`src/rtl/jbi_sc_req_tx_pkg.sv`:
```
// jbi_sc_pkg: shared types and constants for the JBI->SCTAG request transmitter.
//   - FSM state enum
//   - header beat count, default credit / beat counts
//   - beat, ECC and buffer entry widths
//   - helper to pack a data word with its check bits into a buffer entry
package jbi_sc_pkg;

    localparam int unsigned JBI_SC_HDR_BEATS   = 2;
    localparam int unsigned JBI_SC_IQ_CREDITS  = 16;
    localparam int unsigned JBI_SC_WIB_CREDITS = 4;
    localparam int unsigned JBI_SC_WR_BEATS    = 16;

    localparam int unsigned JBI_SC_BEAT_W  = 32;
    localparam int unsigned JBI_SC_ECC_W   = 7;
    localparam int unsigned JBI_SC_HDR_W   = JBI_SC_HDR_BEATS * JBI_SC_BEAT_W;
    localparam int unsigned JBI_SC_ENTRY_W = JBI_SC_ECC_W + JBI_SC_BEAT_W;

    typedef enum logic [1:0] {
        ST_IDLE = 2'd0,
        ST_HDR0 = 2'd1,
        ST_HDR1 = 2'd2,
        ST_DATA = 2'd3
    } jbi_sc_state_e;

    function automatic logic [JBI_SC_ENTRY_W-1:0] jbi_sc_pack(
        input logic [JBI_SC_BEAT_W-1:0] word,
        input logic [JBI_SC_ECC_W-1:0]  ecc
    );
        return {ecc, word};
    endfunction

endpackage

```
`src/rtl/jbi_sc_req_tx_if.sv`:
```
// jbi_sc_req_tx_if: request descriptor and write-data handshake between the
// JBI core (master) and the request transmitter (slave).
//   up_vld/up_rdy/up_hdr/up_is_wr : request descriptor handshake
//   dat_vld/dat_rdy/dat_word/dat_ecc : write data word handshake
interface jbi_sc_req_tx_if;
    import jbi_sc_pkg::*;

    logic                     up_vld;
    logic                     up_rdy;
    logic [JBI_SC_HDR_W-1:0]  up_hdr;
    logic                     up_is_wr;
    logic                     dat_vld;
    logic                     dat_rdy;
    logic [JBI_SC_BEAT_W-1:0] dat_word;
    logic [JBI_SC_ECC_W-1:0]  dat_ecc;

    modport master (
        output up_vld, up_hdr, up_is_wr, dat_vld, dat_word, dat_ecc,
        input  up_rdy, dat_rdy
    );

    modport slave (
        input  up_vld, up_hdr, up_is_wr, dat_vld, dat_word, dat_ecc,
        output up_rdy, dat_rdy
    );

endinterface

```
`src/rtl/jbi_sc_req_tx_credit_cnt.sv`:
```
// jbi_sc_credit_cnt: saturating credit counter, resets to MAX.
//   clk, rst_l : clock, async active-low reset
//   inc        : credit returned
//   dec        : credit consumed (caller guarantees avail)
//   avail      : at least one credit held
//   ovf        : return arrived while already full (single-cycle pulse)
module jbi_sc_credit_cnt #(
    parameter int unsigned MAX = 16,
    localparam int unsigned CW = $clog2(MAX + 1)
) (
    input  logic clk,
    input  logic rst_l,
    input  logic inc,
    input  logic dec,
    output logic avail,
    output logic ovf
);
    localparam logic [CW-1:0] FULL = CW'(MAX);

    logic [CW-1:0] cnt;

    assign avail = (cnt != '0);
    // A simultaneous return and consume cancel, so they never overflow.
    assign ovf   = inc & ~dec & (cnt == FULL);

    always_ff @(posedge clk or negedge rst_l) begin
        if (!rst_l) begin
            cnt <= FULL;
        end else if (inc & ~dec) begin
            if (cnt != FULL) cnt <= cnt + 1'b1;
        end else if (dec & ~inc) begin
            cnt <= cnt - 1'b1;
        end
    end

endmodule

```
`src/rtl/jbi_sc_req_tx.sv`:
```
// jbi_sc_req_tx: serializes JBI request descriptors and write data into
// 32-bit beats for the SCTAG and tracks IQ/WIB credits.
//   rclk, rst_l            : clock, async active-low reset
//   up                     : descriptor + write data handshake (slave side)
//   sctag_jbi_iq_dequeue   : IQ credit return
//   sctag_jbi_wib_dequeue  : WIB credit return
//   sctag_jbi_por_req      : blocks acceptance of new packets while high
//   jbi_sctag_req/_vld     : registered request/data beat
//   jbi_scbuf_ecc          : registered ECC of the data beat, 0 on headers
//   idle                   : FSM idle and data buffer empty
//   credit_err             : sticky credit overflow flag
module jbi_sc_req_tx
    import jbi_sc_pkg::*;
#(
    parameter int unsigned IQ_CREDITS  = JBI_SC_IQ_CREDITS,
    parameter int unsigned WIB_CREDITS = JBI_SC_WIB_CREDITS,
    parameter int unsigned WR_BEATS    = JBI_SC_WR_BEATS
) (
    input  logic                     rclk,
    input  logic                     rst_l,
    jbi_sc_req_tx_if.slave           up,
    input  logic                     sctag_jbi_iq_dequeue,
    input  logic                     sctag_jbi_wib_dequeue,
    input  logic                     sctag_jbi_por_req,
    output logic [JBI_SC_BEAT_W-1:0] jbi_sctag_req,
    output logic [JBI_SC_ECC_W-1:0]  jbi_scbuf_ecc,
    output logic                     jbi_sctag_req_vld,
    output logic                     idle,
    output logic                     credit_err
);
    localparam int unsigned PW  = (WR_BEATS > 1) ? $clog2(WR_BEATS) : 1;
    localparam int unsigned BCW = $clog2(WR_BEATS + 1);
    localparam logic [PW-1:0]  LAST_IDX = PW'(WR_BEATS - 1);
    localparam logic [BCW-1:0] BUF_FULL = BCW'(WR_BEATS);

    jbi_sc_state_e state;
    logic [JBI_SC_BEAT_W-1:0]  hdr_lo;
    logic                      is_wr_q;
    logic [PW-1:0]             beat_cnt;

    logic [JBI_SC_ENTRY_W-1:0] buf_mem [WR_BEATS];
    logic [PW-1:0]             wr_ptr;
    logic [PW-1:0]             rd_ptr;
    logic [BCW-1:0]            buf_cnt;
    logic                      buf_full;
    logic                      push;
    logic                      pop;

    logic iq_avail, iq_ovf, wib_avail, wib_ovf;
    logic accept;

    assign buf_full   = (buf_cnt == BUF_FULL);
    assign push       = up.dat_vld & ~buf_full;
    assign up.dat_rdy = rst_l & ~buf_full;

    // Writes wait for a full buffer so the data beats never stall.
    assign accept = rst_l & (state == ST_IDLE) & up.up_vld & iq_avail & ~sctag_jbi_por_req &
                    (~up.up_is_wr | (wib_avail & buf_full));
    assign up.up_rdy = accept;

    assign idle = rst_l & (state == ST_IDLE) & (buf_cnt == '0);

    always_comb begin
        pop = 1'b0;
        if (state == ST_HDR1)      pop = is_wr_q;
        else if (state == ST_DATA) pop = (beat_cnt != LAST_IDX);
    end

    jbi_sc_credit_cnt #(.MAX(IQ_CREDITS)) u_iq (
        .clk   (rclk),
        .rst_l (rst_l),
        .inc   (sctag_jbi_iq_dequeue),
        .dec   (accept),
        .avail (iq_avail),
        .ovf   (iq_ovf)
    );

    jbi_sc_credit_cnt #(.MAX(WIB_CREDITS)) u_wib (
        .clk   (rclk),
        .rst_l (rst_l),
        .inc   (sctag_jbi_wib_dequeue),
        .dec   (accept & up.up_is_wr),
        .avail (wib_avail),
        .ovf   (wib_ovf)
    );

    always_ff @(posedge rclk) begin
        if (push) buf_mem[wr_ptr] <= jbi_sc_pack(up.dat_word, up.dat_ecc);
    end

    always_ff @(posedge rclk or negedge rst_l) begin
        if (!rst_l) begin
            wr_ptr  <= '0;
            rd_ptr  <= '0;
            buf_cnt <= '0;
        end else begin
            if (push) wr_ptr <= (wr_ptr == LAST_IDX) ? '0 : wr_ptr + 1'b1;
            if (pop)  rd_ptr <= (rd_ptr == LAST_IDX) ? '0 : rd_ptr + 1'b1;
            if (push & ~pop)      buf_cnt <= buf_cnt + 1'b1;
            else if (pop & ~push) buf_cnt <= buf_cnt - 1'b1;
        end
    end

    // Output registers load the beat belonging to the state being entered,
    // so each state's beat is on the bus during that state's own cycle.
    always_ff @(posedge rclk or negedge rst_l) begin
        if (!rst_l) begin
            state             <= ST_IDLE;
            hdr_lo            <= '0;
            is_wr_q           <= 1'b0;
            beat_cnt          <= '0;
            jbi_sctag_req     <= '0;
            jbi_scbuf_ecc     <= '0;
            jbi_sctag_req_vld <= 1'b0;
            credit_err        <= 1'b0;
        end else begin
            credit_err        <= credit_err | iq_ovf | wib_ovf;
            jbi_sctag_req     <= '0;
            jbi_scbuf_ecc     <= '0;
            jbi_sctag_req_vld <= 1'b0;
            case (state)
                ST_IDLE: begin
                    if (accept) begin
                        state             <= ST_HDR0;
                        hdr_lo            <= up.up_hdr[JBI_SC_BEAT_W-1:0];
                        is_wr_q           <= up.up_is_wr;
                        jbi_sctag_req     <= up.up_hdr[JBI_SC_HDR_W-1:JBI_SC_BEAT_W];
                        jbi_sctag_req_vld <= 1'b1;
                    end
                end
                ST_HDR0: begin
                    state             <= ST_HDR1;
                    jbi_sctag_req     <= hdr_lo;
                    jbi_sctag_req_vld <= 1'b1;
                end
                ST_HDR1: begin
                    if (is_wr_q) begin
                        state                           <= ST_DATA;
                        beat_cnt                        <= '0;
                        {jbi_scbuf_ecc, jbi_sctag_req}  <= buf_mem[rd_ptr];
                        jbi_sctag_req_vld               <= 1'b1;
                    end else begin
                        state <= ST_IDLE;
                    end
                end
                ST_DATA: begin
                    if (beat_cnt == LAST_IDX) begin
                        state <= ST_IDLE;
                    end else begin
                        beat_cnt                        <= beat_cnt + 1'b1;
                        {jbi_scbuf_ecc, jbi_sctag_req}  <= buf_mem[rd_ptr];
                        jbi_sctag_req_vld               <= 1'b1;
                    end
                end
                default: state <= ST_IDLE;
            endcase
        end
    end

endmodule

```
`src/flat_wrapper.sv`:
```
// flat-port wrapper written by rule: the top's interface ports become plain ports
module jbi_sc_req_tx_flat import jbi_sc_pkg::*;
#(
    parameter int unsigned IQ_CREDITS  = JBI_SC_IQ_CREDITS,
    parameter int unsigned WIB_CREDITS = JBI_SC_WIB_CREDITS,
    parameter int unsigned WR_BEATS    = JBI_SC_WR_BEATS
)
  (rclk, rst_l, sctag_jbi_iq_dequeue, sctag_jbi_wib_dequeue, sctag_jbi_por_req, jbi_sctag_req, jbi_scbuf_ecc, jbi_sctag_req_vld, idle, credit_err, up_up_vld, up_up_hdr, up_up_is_wr, up_dat_vld, up_dat_word, up_dat_ecc, up_up_rdy, up_dat_rdy);
  jbi_sc_req_tx_if up_i ();
  input  logic rclk;
  input  logic rst_l;
  input  logic sctag_jbi_iq_dequeue;
  input  logic sctag_jbi_wib_dequeue;
  input  logic sctag_jbi_por_req;
  output logic [JBI_SC_BEAT_W-1:0] jbi_sctag_req;
  output logic [JBI_SC_ECC_W-1:0] jbi_scbuf_ecc;
  output logic jbi_sctag_req_vld;
  output logic idle;
  output logic credit_err;
  input wire logic [$bits(up_i.up_vld)-1:0] up_up_vld;
  input wire logic [$bits(up_i.up_hdr)-1:0] up_up_hdr;
  input wire logic [$bits(up_i.up_is_wr)-1:0] up_up_is_wr;
  input wire logic [$bits(up_i.dat_vld)-1:0] up_dat_vld;
  input wire logic [$bits(up_i.dat_word)-1:0] up_dat_word;
  input wire logic [$bits(up_i.dat_ecc)-1:0] up_dat_ecc;
  output wire logic [$bits(up_i.up_rdy)-1:0] up_up_rdy;
  output wire logic [$bits(up_i.dat_rdy)-1:0] up_dat_rdy;
  assign up_i.up_vld = up_up_vld;
  assign up_i.up_hdr = up_up_hdr;
  assign up_i.up_is_wr = up_up_is_wr;
  assign up_i.dat_vld = up_dat_vld;
  assign up_i.dat_word = up_dat_word;
  assign up_i.dat_ecc = up_dat_ecc;
  assign up_up_rdy = up_i.up_rdy;
  assign up_dat_rdy = up_i.dat_rdy;
  jbi_sc_req_tx #(.IQ_CREDITS(IQ_CREDITS), .WIB_CREDITS(WIB_CREDITS), .WR_BEATS(WR_BEATS)) u_core (.rclk(rclk), .rst_l(rst_l), .up(up_i), .sctag_jbi_iq_dequeue(sctag_jbi_iq_dequeue), .sctag_jbi_wib_dequeue(sctag_jbi_wib_dequeue), .sctag_jbi_por_req(sctag_jbi_por_req), .jbi_sctag_req(jbi_sctag_req), .jbi_scbuf_ecc(jbi_scbuf_ecc), .jbi_sctag_req_vld(jbi_sctag_req_vld), .idle(idle), .credit_err(credit_err));
endmodule
```
`config.mk`:
```
export PLATFORM = sky130hd
export DESIGN_NAME = jbi_sc_req_tx_flat
export DESIGN_NICKNAME = d
export VERILOG_FILES = /design/src/rtl/jbi_sc_req_tx_pkg.sv /design/src/rtl/jbi_sc_req_tx_if.sv /design/src/rtl/jbi_sc_req_tx_credit_cnt.sv /design/src/rtl/jbi_sc_req_tx.sv /design/src/flat_wrapper.sv
export SDC_FILE = /design/constraint.sdc
export NUM_CORES = 1
export LEC_CHECK = 0
export ABC_AREA = 0
export CAP_MARGIN = 40
export CORE_ASPECT_RATIO = 1.25
export CORE_MARGIN = 2
export CORE_UTILIZATION = 54
export CTS_CLUSTER_DIAMETER = 80
export CTS_CLUSTER_SIZE = 30
export DETAILED_ROUTE_END_ITERATION = 8
export PLACE_DENSITY = 0.86
export SLEW_MARGIN = 0
export SYNTH_ARGS = -nofsm -noshare
export SYNTH_HDL_FRONTEND = slang
export SYNTH_SLANG_ARGS = --single-unit
```
`constraint.sdc`:
```
create_clock -name rclk -period 4.1 [get_ports rclk]
set_input_delay 0.82 -clock rclk [delete_from_list [all_inputs] [get_ports rclk]]
set_output_delay 0.82 -clock rclk [all_outputs]
set_load 0.01 [all_outputs]
```
==> impl_metrics.toml <==
[outcome]
status = "finished clean"

[sta]
tns_ns = 0
fmax_ghz = 0.268
tightest_slew_ns = 0.892
fin_worst_skew_ns = 0.0364
maxSlewViolCount = 0
hold_violations = 0
rsz0062_at_grt = "false"
finalWorstSetupSlack_ns = 0.365
finalSetupViolations = 0
hold_slack_ns = 0.365
timing.final.crit_share_pct = 91.1
period_minus_slack_ns = 3.73
max_slew_margin_pct = 40.5

[layout]
drive_above_1_share_pct = 17.4
nets = 1665
area_growth_pct = 12.9
utilization_pct = 61.4
num-fill-cells = 3383
seq_area_mm2 = 0.0213
final_area_mm2 = 0.0316
final_cells = 2228
multi_input_area_mm2 = 0.00649

[setup_path]
cp-start-kind = "register"
end_kind = "primary output"
cp_cell_sequence = "or3b_1 > a2111o_1 > a21o_2 > clkinv_2 > clkdlybuf4s50_1"
cp_slowest_cell = "clkdlybuf4s50_1"
cpPeakStageDelay_ns = 0.56
r2r_setup_slack_ns = 0.81
critical_path_required_ns = 3.28
critPathMaxFanout = 9
cp.arrival_ns = 2.91
worstSetupPathType = "register to primary output"

[place]
dpl_cell_area_mm2 = 0.0307
gp_congestion = 0.774
post-place-cells = 2172
hpwlAfterDp_um = 37400
portBuffers = 154
place_ws_ns = 0.455

[cts]
cts_resized = 0
cts_tree = "yes"
cts_setup_buffers = 0
clkSlewWorstSetupHoldPaths_ns = 0.12
cts_num_sinks = 725
ctsHoldBuffers = 0
clockBufferDepth = 3
h-tree-depth = 1
root_buffer = "clkbuf_16"
clk_latency_ns = 0.62
cts_buffers = 29

[detailed_routing]
drcViolationCount = 0
routed_via_density = 6.45
route.antenna.remaining_nets = 0
drt_iter0_drc = 1712
routed_wl_um = 63300
route.vias.total = 14364
wl_per_cell_um = 28.4
drt_first_pass_iters = 5

[floorplanning]
dieWidth_um = 208
fp.dieArea_mm2 = 0.0537
die_y_um = 259
coreArea_mm2 = 0.0514
rows = 93
initial_core_util_pct = 54.4
io_pins = 155

[grt]
antenna_found_initial = 3
grt_pass1_vias = 14842
grt_pass1_wl_um = 93700
grt.total_usage_pct = 23.4
grt_max_degree = 71
grt.overflow.total = 0

[power_and_ir_drop]
peakVddDrop_v = 0.000359
p_leak_nw = 10.2
total_power_mw = 16.0
power_density_mw_per_mm2 = 507

[logic_synthesis]
netlist_top_cells_area = "edfxtp_1 67%, mux4_2 13%, dfrtp_1 8.9%, mux2i_1 2.8%, nand2_1 1.7%"
synth_largest_area_cell = "edfxtp_1"
netlist_area_mm2 = 0.0280
syn_nets = 1506
synthMuxAreaShare_pct = 15.5
synthSimpleGateAreaFrac_pct = 2.88
yosys_warnings = 0
synthFlopType = "edfxtp_1"
synth.distinct_cells = 49
yosys_register_bits = 725
synth_top_family_by_area = "multiplexers"
yosysSeqAreaShare_pct = 76.0
synth_cells = 1379
async_flop_share_pct = 13.9
synth-compound-area-share_pct = 3.08
synth-edff-count = 624
synth_commonest_cells = "624 x edfxtp_1, 156 x mux4_2, 128 x nand2_1, 99 x dfrtp_1, 77 x mux2i_1"
yosysMostFrequentCell = "edfxtp_1"
synth-xor-area-share_pct = 0.407
postSynthAreaPerCell_um2 = 20.3
netlist.area_leader.share_pct = 67.0
synthAdderAreaFrac_pct = 0.796

[worst_hold_path]
hp-class = "input port to async pin"

[job]
max_cap_violations = 0
==> state kept, by name (all words and copies together), names as in the netlist <==
signal	count
u_core.is_wr_q	1
u_core.hdr_lo	32
u_core.jbi_sctag_req_vld	1
u_core.rd_ptr	4
u_core.jbi_scbuf_ecc	7
u_core.u_iq.cnt	5
u_core.credit_err	1
u_core.state	2
u_core.buf_mem	624
u_core.wr_ptr	4
u_core.buf_cnt	5
u_core.beat_cnt	4
u_core.u_wib.cnt	3
u_core.jbi_sctag_req	32
==> logic make-up after synthesis <==
| logic type | after synthesis |
|---|---|
| muxes | 238 |
| adders and majority gates | 16 |
| AOI/OAI and AO/OA | 114 |
| xor gates and xnor gates | 13 |
| and+or+nand+nor | 187 |
| buffers and inverters | 86 |
| DFF | 725 |
==> worst max-delay path: cells and delay by family (launching register included) <==
kind	cells	cell delay, ns
compound gates	2	0.70
buf+inv	2	0.66
flops	1	0.50
simple gates	1	0.46
==> cell usage in the layout, fill, tap and decap left out, types with 14 or more instances in the layout <==
cell and instances:
clkbuf_16 29, o22ai_1 32, dfrtp_1 96, edfxtp_1 624
clkbuf_1 18, clkdlybuf4s50_1 153, mux2i_1 77, a211oi_1 14
a221o_1 32, nand2_1 128, mux4_2 156, buf_4 40
==> path summary, 6_finish.rpt <==
check | from | end | cells after the start
min in group rclk | u_core.hdr_lo[26]$_DFFE_PN0P_ | u_core.hdr_lo[26]$_DFFE_PN0P_ | 2
worst max register to register | u_core.beat_cnt[0]$_DFFE_PN0P_ | u_core.buf_cnt[4]$_DFFE_PN0P_ | 13
worst min-delay path | rst_l | u_core.jbi_sctag_req[10]$_DFF_PN0_ | 2
worst max-delay path | u_core.state[1]$_DFFE_PN0P_ | up_up_rdy | 5
worst min register to register | u_core.hdr_lo[26]$_DFFE_PN0P_ | u_core.hdr_lo[26]$_DFFE_PN0P_ | 2
max in group asynchronous | rst_l | u_core.jbi_sctag_req[8]$_DFF_PN0_ | 3
==> final cells by class <==
| cell class | instances | area share, % |
|---|---|---|
| timing repair buffer | 204 | 6.52 |
| clock inverter | 5 | 0.222 |
| inverter | 10 | 0.123 |
| sequential | 725 | 67.4 |
| antenna | 3 | 0.0238 |
| multi-input combinational | 568 | 20.6 |
| clock buffer | 48 | 2.55 |
| tap | 665 | 2.63 |
==> routing by layer <==
layer,global-route usage (%),vias to the layer above,part of all wire [%]
li1,-,5883,-
met3,3.25,111,8.3
met5,0,-,0
met4,8.31,0,3.1
met2,40.4,835,52
met1,31.1,7535,37
==> power breakdown <==
group | total [mW] | switching [mW] | internal [mW]
clock network | 3.53 | 2.13 | 1.40
logic | 3.18 | 1.66 | 1.52
registers | 9.30 | 0.463 | 8.84
No activity file was read; power rests on OpenSTA's default activity.
